`config.mk`:
```
export PLATFORM = sky130hd
export DESIGN_NAME = dct_8x8_sequencer
export DESIGN_NICKNAME = d
export VERILOG_FILES = /design/src/rtl/dct_8x8_sequencer.sv
export SDC_FILE = /design/constraint.sdc
export NUM_CORES = 1
export LEC_CHECK = 0
export ABC_AREA = 1
export CORE_MARGIN = 1.5
export CORE_UTILIZATION = 43
export CTS_CLUSTER_SIZE = 16
export DETAILED_ROUTE_END_ITERATION = 8
export GPL_TIMING_DRIVEN = 1
export PLACE_DENSITY = 0.75
export RECOVER_POWER = 25
export SETUP_SLACK_MARGIN = 0.05
export SLEW_MARGIN = 20
export SYNTH_ARGS = -nofsm -noshare
export SYNTH_HDL_FRONTEND = slang
export SYNTH_SLANG_ARGS = --single-unit
```
`constraint.sdc`:
```
create_clock -name clock -period 1.29 [get_ports clock]
set_input_delay 0.387 -clock clock [delete_from_list [all_inputs] [get_ports clock]]
set_output_delay 0.387 -clock clock [all_outputs]
set_load 0.01 [all_outputs]
```
`src/rtl/dct_8x8_sequencer.sv`:
```
// rtl/dct_8x8_sequencer.sv - runs a 1-D DCT engine 16 times (8 rows, 8 columns) for one 8x8 block
// Optional watchdog on the RUN state enabled by defining DCT_SEQ_WATCHDOG_EN.
module dct_8x8_sequencer #(
   parameter int RESET_CYCLES   = 3,
   parameter int TIMEOUT_CYCLES = 255
) (
   input  logic       clock,
   input  logic       nreset,
   input  logic       start,
   output logic       busy,
   output logic       block_done,
   output logic       pass,
   output logic [2:0] line,
   output logic       dct_nreset,
   input  logic       dct_done,
   input  logic [2:0] dct_fetch_addr,
   input  logic [2:0] dct_result_addr,
   input  logic       dct_result_wren,
   output logic [5:0] src_raddr,
   output logic [5:0] dst_waddr,
   output logic       dst_wren,
   output logic       error
);

   localparam logic [1:0] LP_IDLE = 2'd0;
   localparam logic [1:0] LP_HOLD = 2'd1;
   localparam logic [1:0] LP_RUN  = 2'd2;
   localparam logic [1:0] LP_NEXT = 2'd3;

   localparam logic [7:0] LP_HOLD_LAST = 8'(RESET_CYCLES - 1);

   logic [1:0] r_state;
   logic       r_pass;
   logic [2:0] r_line;
   logic [7:0] r_hold_cnt;
   logic       r_run_first;
   logic       r_block_done;
   logic       w_in_run;

`ifdef DCT_SEQ_WATCHDOG_EN
   localparam int LP_WDOG_W = (TIMEOUT_CYCLES > 255) ? $clog2(TIMEOUT_CYCLES + 1) : 8;
   localparam logic [LP_WDOG_W-1:0] LP_TO_LAST = LP_WDOG_W'(TIMEOUT_CYCLES - 1);

   logic [LP_WDOG_W-1:0] r_wdog;
   logic                 r_error;
`endif

   assign w_in_run = (r_state == LP_RUN);

   always_ff @(posedge clock or negedge nreset) begin
      if (!nreset) begin
         r_state      <= LP_IDLE;
         r_pass       <= 1'b0;
         r_line       <= 3'd0;
         r_hold_cnt   <= 8'd0;
         r_run_first  <= 1'b0;
         r_block_done <= 1'b0;
`ifdef DCT_SEQ_WATCHDOG_EN
         r_wdog       <= '0;
         r_error      <= 1'b0;
`endif
      end else begin
         r_block_done <= 1'b0;
         case (r_state)
            LP_IDLE: begin
               if (start) begin
                  r_pass     <= 1'b0;
                  r_line     <= 3'd0;
                  r_hold_cnt <= 8'd0;
                  r_state    <= LP_HOLD;
`ifdef DCT_SEQ_WATCHDOG_EN
                  r_error    <= 1'b0;
`endif
               end
            end
            LP_HOLD: begin
               if (r_hold_cnt == LP_HOLD_LAST) begin
                  r_hold_cnt  <= 8'd0;
                  r_run_first <= 1'b1;
                  r_state     <= LP_RUN;
`ifdef DCT_SEQ_WATCHDOG_EN
                  r_wdog      <= '0;
`endif
               end else begin
                  r_hold_cnt <= r_hold_cnt + 8'd1;
               end
            end
            LP_RUN: begin
               r_run_first <= 1'b0;
               // The engine may still present a stale done on its first released cycle.
               if (!r_run_first && dct_done) begin
                  r_state <= LP_NEXT;
`ifdef DCT_SEQ_WATCHDOG_EN
               end else if (r_wdog == LP_TO_LAST) begin
                  r_error <= 1'b1;
                  r_pass  <= 1'b0;
                  r_line  <= 3'd0;
                  r_state <= LP_IDLE;
               end else begin
                  r_wdog <= r_wdog + 1'b1;
`endif
               end
            end
            LP_NEXT: begin
               if (r_line != 3'd7) begin
                  r_line  <= r_line + 3'd1;
                  r_state <= LP_HOLD;
               end else if (!r_pass) begin
                  r_pass  <= 1'b1;
                  r_line  <= 3'd0;
                  r_state <= LP_HOLD;
               end else begin
                  r_block_done <= 1'b1;
                  r_pass       <= 1'b0;
                  r_line       <= 3'd0;
                  r_state      <= LP_IDLE;
               end
            end
            default: r_state <= LP_IDLE;
         endcase
      end
   end

   assign busy       = (r_state != LP_IDLE);
   assign block_done = r_block_done;
   assign pass       = r_pass;
   assign line       = r_line;
   assign dct_nreset = w_in_run;

   // Transposed store: results of line L land in column L, so pass 1 output is row-major.
   assign src_raddr = {r_line, dct_fetch_addr};
   assign dst_waddr = {dct_result_addr, r_line};
   assign dst_wren  = dct_result_wren & w_in_run;

`ifdef DCT_SEQ_WATCHDOG_EN
   assign error = r_error;
`else
   // Only a nonsensical timeout setting could make this nonzero.
   assign error = (TIMEOUT_CYCLES < 1);
`endif

endmodule

```
== Word-level counts from Yosys, hierarchy flattened ==
Index checks and enable logic that the tools add are counted.
Storage, ports and cells
  bits in registers: 16
  logic and storage cells: 51
Operators by class
  add/subtract/negate cells: 2
  eq/ne operators: 9
  multiplexer cells: 21
  bitwise operators: 1
  reduce and logical (&&, ||, !) cells: 12
Operators by type and width (number)
  8-bit two-way mux: 2
  8-bit case mux with 2 select lines: 1
  1-bit two-way mux: 9
  8-bit by 1-bit adder with 8-bit output (second input constant): 1
  8-bit by 2-bit == test with 1-bit output (second input constant): 1
  2-bit case mux with 4 select lines: 1
  2-bit nonzero test: 4
  2-bit two-way mux: 3
  3-bit two-way mux: 2
  2-bit inequality test (second input constant): 3
  3-bit case mux with 2 select lines: 1
  2-bit AND reduction: 3
  3-bit AND reduction: 2
  2-bit == test (second input constant): 2
  1-bit case mux with 2 select lines: 2
  3-bit by 1-bit adder with 3-bit output (second input constant): 1
  3-bit inequality test (second input constant): 1
  2-bit by 1-bit == test with 1-bit output (second input constant): 1
  2-bit logical NOT: 1
  2-bit by 1-bit inequality test with 1-bit output (second input constant): 1
  1-bit AND: 1
  1-bit logical AND: 1
  1-bit logical NOT: 1

== Depth between registers and ports, before layout ==
Gate-level depths: netlist (run 1).
  word-level depth: 4
  gate-level depth with buffers: 10
  depth with buffers taken out: 10

== Worst setup path after synthesis (run 1) ==
No wires, ideal clock.
  kind: reg2reg
  start: register r_state[0]
  end: register r_state[0]
  setup time: 117 ps
  arrival time: 1266 ps
  required time: 1173 ps
  slack: -93 ps
  cell stages (with the launch flop): 9
  buffers on the path: 0
  period minus slack after synthesis: 1383 ps
  cell sequence: dfrtp_1 > inv_1 > ha_1 > inv_2 > nor2_1 > a21oi_1 > nand2_2 > nand2_1 > nand2_1
Between the ends
  word-level cells in the longest chain between the ends: 3
  elaborated cells between the ends (all ways): 9
  those cells by class: eq/ne (6); mux (1); reduce/logical (2)
Ends and longest elaborated chain
  from (decl): RTL line 32  | logic [1:0] r_state;
  from (signal assigned): RTL line 52  | r_state <= LP_IDLE;
  from (signal assigned): RTL line 70  | r_state <= LP_HOLD;
  from (signal assigned): RTL line 80  | r_state <= LP_RUN;
  2-bit by 1-bit == test with 1-bit output, or another cell as far along: RTL line 64  | case (r_state)
  2-bit inequality test (no line) or 2-bit by 1-bit inequality test with 1-bit output (tied branches)
  3-bit AND reduction (no line)
Parallel ways exist; a longest one is shown, timed or not.
A chain may end at the register's enable or synchronous reset.

== Final worst setup path (run 1) ==
  start: register r_state[0]
  end: output port busy
Between the ends
  word-level cells in the longest chain between the ends: 1
Ends and longest elaborated chain
  2-bit nonzero test: RTL line 124  | assign busy = (r_state != LP_IDLE);
  to (decl): RTL line 10  | output logic busy,
No other way between the ends.

==> run summary, run 1 <==
The run finished, with violations left. The checks that failed: setup timing. The path class of the tightest hold or removal check is input pin to asynchronous set/reset pin. The number of flops mapped to enable cells by yosys is 0. The fraction of layout cells with a size suffix above 1 is 0.4688. The ratio of final minimum period to clock period came out at 1.237. The warning count from the yosys run is 0. The post-synthesis average cell area came out at 7.772 µm². The number of cells in the design after placement came out at 207. The total half-perimeter wirelength after legalization and detailed placement came out at 1965 µm. The setup slack after placement came out at -557.0 ps. The count of state elements after synthesis came out at 16. The global-route usage over all layers came out at 0.2136. The aggregate routed wire length is 3167 µm. TritonCTS built the clock tree. The post-synth net total came out at 171.

The signal on the critical path passes through inv_4 -> buf_12 -> ha_4 -> inv_4 -> buf_6. The via count of the first global-routing pass is 1152. The number of setup violations in the final report came out at 24. The initial utilization of the core area, before any placement, comes to 0.4653. The final weighted congestion of routability-driven global placement came out at 0.8538. For this run, design rule violations remaining after detail routing come to 0.

The core region is 0.002522 mm². In this run the tool buffered the top-level ports with 18 buffer cells. The netlist area before placement is 0.001174 mm². The antenna diode instance count is 0. Of the post-synthesis cell area, the dominant cell type holds 0.3412.

After detailed routing, the average wire length per cell comes to 14.27 µm. The critical path runs through a total of 5 cells. The initial antenna violation count is 0. The number of iterations in the first detailed-routing pass is 4. The longest clock path from root to sink contains 2 buffers. Dividing the detail-routed via count by the number of cells gives 5.297. The overall die area came out at 0.003052 mm². After synthesis, the netlist uses 25 different library cells. The tool flagged a number of max-cap violations equal to 0. The overall die width came out at 55.25 µm. The post-synthesis cell count came out at 151. The initialized floorplan defines 18 standard-cell rows.

At the worst endpoint, the arrival time is 1210 ps. Entering global routing, the biggest net connects 12 pins. The maximum frequency from static timing analysis came out at 0.6265 GHz. The tree is rooted in a clkbuf_4. The clock-pin slew of the registers on the worst-case setup and hold paths came out at 110 ps. The post-synthesis async set-or-reset flop share is 1.000. CTS built an H-tree with a depth of 1.

Leaving out filler cells and counting taps, the final layout contains 222. Tracing the worst setup path back leads to its startpoint at r_state[0]. In this design, the critical path's most frequently occurring cell is inv_4.

The net count of the finished layout is 213. The actual slew at the worst max-slew pin is 710.5 ps. Summed over all instances, the cell type with the most area after synthesis is dfrtp_1. The wire length of the first global-routing pass is 5119 µm. The sequential area share after synthesis is 0.3412. The dominant delay contributor by cell family on the critical path is flip-flops. The clock insertion delay at the later pin of the skew report is 300 ps. Counting I/O delays and the setup requirement, the final critical path takes 1596 ps. By startpoint and endpoint, the worst setup path is classified as flip-flop to output pin.

The number of hold buffers added after cts came out at 0. The number of primary I/O pins is 32. For the worst flop-to-flop path, the logic depth is 12. The hold violation count in the final report came out at 0. The via count of the routed design is 1176. The peak supply drop is 1.807 mV. From synthesis to final layout, the design area changed by 47.87%. Along the worst path, the maximum fanout reaches 2. Sorting the synthesized cells by how often they occur yields nand2_1 (39), dfrtp_1 (16), inv_1 (15), nand3_1 (15), buf_4 (13). Yosys instantiated no cell more often than nand2_1.

The worst register-to-register path begins at r_state[0]. The power per unit of standard cell area is 2279 mW/mm². The cell leakage power came out at 0.8617 nW. For this design, the sink count on the clock tree is 16. STA classifies the critical path endpoint as an output pin. For the final database, setup skew stands at 9.638 ps. Setup repair after global routing could not meet its margin everywhere. The leftover overflow at the end of global routing is 0. The die span in y came out at 55.25 µm. The remaining antenna violation count is 0.

Among all stages on the critical path, the largest delay is contributed by dfrtp_2. The normalized max-slew margin is 0.5263. Among all flip-flop cells after synthesis, the most frequent one is dfrtp_1. For this block, the initial DRC count from the detailed router was 36. By area the synthesized netlist is led by dfrtp_1 (34%), nand2_1 (12%), ha_1 (9.6%). The worst setup path is launched from a flip-flop. The worst-case setup margin in the final layout is -306.1 ps.

The number of buffer and inverter instances along the worst setup path came out at 4. The max-slew violation total from the final report came out at 0. The number of buffers created by CTS came out at 3. The largest single stage delay on the critical path is 440 ps. For the worst setup path, the data required time is 900 ps.
## metrics by stage
| stage | hold WS, ps | cell area (µm²) | total power, mW | util | setup TNS (ps) |
|---|---|---|---|---|---|
| 2_1_floorplan | 91.41 | 1215 | 2.086 | - | -33.62 |
| 3_3_place_gp | 490.9 | 1498 | 2.900 | 0.5938 | -3758 |
| 3_5_place_dp | 506.2 | 1498 | 2.986 | 0.5938 | -4336 |
| 4_1_cts | 371.0 | 1717 | 3.846 | 0.6806 | -4349 |
| 5_1_grt | 538.6 | 1735 | 4.226 | 0.6880 | -5008 |
| 6_report | 493.7 | 1735 | 3.955 | 0.6880 | -3667 |
## flip-flops by register name, indices dropped and copies added (netlist names)
| register | cells |
|---|---|
| block_done | 1 |
| line | 3 |
| pass | 1 |
| r_hold_cnt | 8 |
| r_run_first | 1 |
| r_state | 2 |
## placed cells by master (no fill, tap or decap)
cell type        instances
o31ai_1                  1
dfrtp_2                  3
nor2_2                   2
buf_2                    6
nand4_1                  7
o21ai_0                  1
nand3_2                  2
ha_1                     4
buf_4                   19
nand2_4                  4
nor2_1                   2
ha_4                     5
nand2_8                  1
a21oi_1                  1
conb_1                   1
buf_12                   1
a21oi_4                  1
buf_6                   20
a21oi_2                  2
dlygate4sd3_1            1
clkdlybuf4s50_1          3
o21ai_1                  4
or2_1                    1
nand2_2                  7
or2_0                    1
o21a_1                   1
clkbuf_4                 3
inv_2                    5
inv_4                    3
dfrtp_1                 13
nand2_1                 35
nor2_4                   4
clkbuf_1                 2
nand3_1                 13
inv_1                   11
o21ai_2                  1
clkbuf_8                 1
## path summary, 6_finish.rpt
kind / to / slack [ps]
max: busy / -310
min: block_done / 490
max reg2reg: r_hold_cnt[5] / -270
min reg2reg: r_hold_cnt[7] / 550
max in group asynchronous: r_state[0] / 140
min in group clock: r_hold_cnt[7] / 550
## power by group
part	total, mW	switching, mW	internal [mW]
Sequential	0.786	0.136	0.650
Combinational	2.82	1.37	1.45
Clock	0.349	0.177	0.172
## timing repair
item | in CTS | in global routing
gates resized for setup | 91 | 10
pin swaps | 8 | 6
setup buffers | 12 | 3
endpoints found under the setup margin | 29 | 29
## layer usage
layer | GRT usage | share of wire | vias up
met5 | 0 | 0 | -
met2 | 0.4048 | 0.55 | 61
li1 | - | - | 556
met1 | 0.2285 | 0.36 | 549
met4 | 0.1080 | 0.031 | 0
met3 | 0.02576 | 0.061 | 10
## logic make-up (layout without fill, tap and decap cells)
group / count (synthesis) / after routing / share of synthesized area
other: 1 / 1 / 0.003195
adders and majority gates: 9 / 9 / 0.09595
AOI/OAI and AO/OA: 12 / 12 / 0.06183
buffers and inverters: 34 / 75 / 0.1652
and+or+nand+nor: 79 / 79 / 0.3326
DFF: 16 / 16 / 0.3411
## final cells by class
cell class                      instances  area [µm²]
Timing Repair Buffer                   52       465.4
Inverter                               19       78.83
Clock buffer                            4       36.28
Sequential cell                        16       404.1
Multi-Input combinational cell        101       713.2
Fill cell                             188       787.0
Tap cell                               30       37.54
Power figures use the tool's default switching activity.
==> run 2, diff against run 1 <==
--- a/config.mk
+++ b/config.mk
@@ -8,10 +8,9 @@
 export ABC_AREA = 1
 export CORE_MARGIN = 1.5
 export CORE_UTILIZATION = 43
-export CTS_CLUSTER_SIZE = 16
 export DETAILED_ROUTE_END_ITERATION = 8
 export GPL_TIMING_DRIVEN = 1
-export PLACE_DENSITY = 0.75
+export PLACE_DENSITY = 0.8
 export RECOVER_POWER = 25
 export SETUP_SLACK_MARGIN = 0.05
 export SLEW_MARGIN = 20
==> run 2 against run 1 <==
  * The run still ends with setup timing left
  * Total power is 2.1% higher
  * Die area stayed put
  * Via count is 5.4% lower
  * Clock-buffer cell count stayed put
  * Global-route usage is 2.0 points lower
  * Utilization is 0.55 points higher
  * Sequential share of layout area is 0.18 points lower
  * First-iteration DRC count is 36% lower
  * Worst hold slack better by 30 ps
  * Combinational power is 3% higher
  * Fmax is 1.2% higher
  * Final cell count is 1.4% lower
  * Critical endpoint unchanged
  * Largest power group unchanged
  * Highest routed layer unchanged
==> run summary, run 2 (synthesized netlist as in run 1, its figures left out) <==
RSZ-0062 raised after global routing: yes (unchanged). The critical-path cell with the highest stage delay is dfrtp_2 (unchanged). The kind of start point of the critical path is a flip-flop (unchanged). The synthesis-to-layout area growth is 49.04% (was 47.87%). The worst hold path was traced through 2 stages. The number of DRC violations after detailed-routing iteration 0 is 23 (was 36).

The depth of the worst register-to-register path is 11 (was 12). The number of buffers created by CTS came out at 3 (unchanged). The overall die width came out at 55.25 µm (unchanged).

The DRC violation count after routing came out at 0 (unchanged). The clock insertion delay at the later pin of the skew report is 290 ps (was 300 ps). The remaining antenna violation count is 0 (unchanged). The number of buffer and inverter instances along the worst setup path came out at 4 (unchanged).

The number of setup violations in the final report came to 21 (was 24). The worst hold-check path type is flip-flop to flip-flop (was input pin to asynchronous set/reset pin). The hold violation count in the final report is 0 (unchanged).

The critical path endpoint category is an output pin (unchanged). The starting density of the core came out at 0.4653 (unchanged). The peak supply drop is 2.111 mV (was 1.807 mV).

The critical setup path kind is flip-flop to output pin (unchanged). The shortest period the worst path allows came out at 1578 ps (was 1596 ps). The number of buffers on the longest clock path came out at 2 (unchanged). The number of cells on the critical path was 5 (unchanged).

Series of cell instances along the critical path: inv_2 -> buf_6 -> ha_4 -> inv_4 -> buf_6 (was inv_4 -> buf_12 -> ha_4 -> inv_4 -> buf_6). The depth of the CTS H-tree came out at 1 (unchanged). The maximum fanout along the worst path was 2 (unchanged). The reg-to-reg critical path endpoint is r_hold_cnt[2] (was r_hold_cnt[5]).

The global-route usage over all layers is 0.1934 (was 0.2136). The via-per-instance ratio came out at 5.082 (was 5.297). The worst hold path begins at r_hold_cnt[7].

The fraction of layout cells with a size suffix above 1 came to 0.4974 (was 0.4688). The cell leakage power was 0.8501 nW (was 0.8617 nW). The data required time of the worst path is 900 ps (about the same). The path with the worst hold slack has its endpoint at r_hold_cnt[7]. The post-layout total power came out at 4.040 mW (was 3.955 mW). The final net count came to 210 (was 213).

The largest stage delay on the critical path is 420 ps (was 440 ps). The register with the most flip-flops was r_hold_cnt (unchanged). The root cell of the clock tree is clkbuf_4 (unchanged). The number of primary I/O pins is 32 (unchanged). The number of core rows is 18 (unchanged). The largest net degree at the start of global routing came to 17 (was 12). The initial antenna violation count came out at 0 (unchanged). The wire length of the first global-routing pass came out at 4712 µm (was 5119 µm). The max-slew violation total from the final report came out at 0 (unchanged). Violations in the final reports: setup timing (unchanged). The CTS tree is yes (unchanged). The number of flip-flops in the largest register is 8 (unchanged). The core outline area is 0.002522 mm² (unchanged).

The die span in y is 55.25 µm (unchanged). The worst-case setup margin in the final layout came out at -287.9 ps (was -306.1 ps). Outcome: complete, but fails checks (unchanged). The clock skew came out at 3.852 ps (was 9.638 ps).

The number of violations of the max-capacitance limit came to 0 (unchanged). The ratio of final minimum period to clock period came out at 1.223 (was 1.237). The routed wire length per instance is 13.88 µm (was 14.27 µm). The launch instance of the worst register-to-register path is r_state[0] (unchanged).

The most common library cell in the layout ignoring fill and taps is nand2_1 (unchanged). The clock-pin slew of the registers on the worst-case setup and hold paths is 110 ps (about the same). The data arrival time of the critical path is 1190 ps (was 1210 ps).

The most used cell along the critical path is buf_6 (was inv_4). The smallest hold slack was 524.1 ps (was 493.7 ps). The via count of the routed design came out at 1113 (was 1176). The antenna diode instance count is 0 (unchanged). The dominant delay contributor by cell family on the critical path is flip-flops (unchanged). The number of iterations in the first detailed-routing pass came to 4 (unchanged). The maximum frequency from static timing analysis was 0.6337 GHz (was 0.6265 GHz). The final weighted congestion of routability-driven global placement came out at 0.8689 (was 0.8538). The aggregate routed wire length is 3039 µm (was 3167 µm). The register-to-register setup slack is -230 ps (was -270 ps).

The number of input and output port buffers inserted is 18 (unchanged). Highest-count cells in the layout ignoring fill and taps: nand2_1 (35), buf_4 (20), buf_6 (17) (was nand2_1 (35), buf_6 (20), buf_4 (19)). The number of sinks handled by clock tree synthesis is 16 (unchanged). The overall die area came out at 0.003052 mm² (unchanged). The power per unit of standard cell area is 2310 mW/mm² (was 2279 mW/mm²). The via count of the first global-routing pass came out at 1110 (was 1152).

The total half-perimeter wirelength after legalization and detailed placement is 1949 µm (was 1965 µm). The leftover overflow at the end of global routing came out at 0 (unchanged).
-- run 2: changes by cell type in the layout (fill, tap and decap cells not counted), moves of 2 or more --
cell      change
clkbuf_1      -2
ha_1          -2
inv_2         +2
buf_6         -3
inv_1         -2
-- run 2: metal layers --
layer,routed length [µm],GRT usage,part of all wire,vias to the layer above
met5,0,0,0,-
met4,33,0.09059,0.011,0
met3,121,0.02342,0.040,4
met2,1644,0.3537,0.54,38
met1,1239,0.2211,0.41,524
li1,-,-,-,547
-- run 2: where the power goes --
part	total [mW]	switching, mW	internal (mW)	leakage (nW)
logic	2.91	1.44	1.47	0.618
registers	0.780	0.130	0.650	0.211
clock network	0.350	0.178	0.172	0.0210
total	4.04	1.75	2.29	0.850
-- run 2: timing repair --
action | in CTS | in global routing
pin swaps | 7 | 8
gates resized for setup | 86 | 20
gates cloned | 1 | 0
endpoints found under the setup margin | 29 | 28
setup buffers | 6 | 1
hold buffers | 0 | 0
-- run 2: area by class of cell --
class	instances	area [µm²]
sequential	16	404.1
timing repair buffer	48	416.7
clock buffer	4	36.28
fill	192	773.2
tap	30	37.54
multi-input combinational	102	775.7
inverter	19	78.83
-- run 2: worst max-delay path by stage --
stage / startpoint / endpoint / slack [ps]
after floorplan: r_state[1] / r_hold_cnt[1] / -20
after global placement: dct_result_wren / dst_wren / -550
after detailed placement: dct_result_wren / dst_wren / -550
after CTS: r_state[0] / busy / -270
after global routing: r_state[0] / busy / -350
final: r_state[0] / busy / -290
-- run 2: per-stage QoR --
step	utilization	instances	TNS [ps]	worst slack [ps]	instance area [µm²]
detailed placement	0.5888	207	-4165	-551.5	1485
finish	0.6935	219	-2934	-287.9	1749
floorplan	-	151	-33.62	-15.63	1215
CTS	0.6548	218	-2655	-274.5	1652
global route	0.6935	219	-4427	-347.9	1749
global placement	0.5888	207	-3587	-550.6	1485
-- run 2: worst register-to-register path: stages, from the launching register on --
cell     delay (ps)
dfrtp_2         420
inv_2            90
buf_6           110
ha_4            140
inv_4            30
buf_4           150
nand2_4         110
nand2_8          80
buf_6           130
nand3_2          40
nand2_1          60
a21oi_2          90
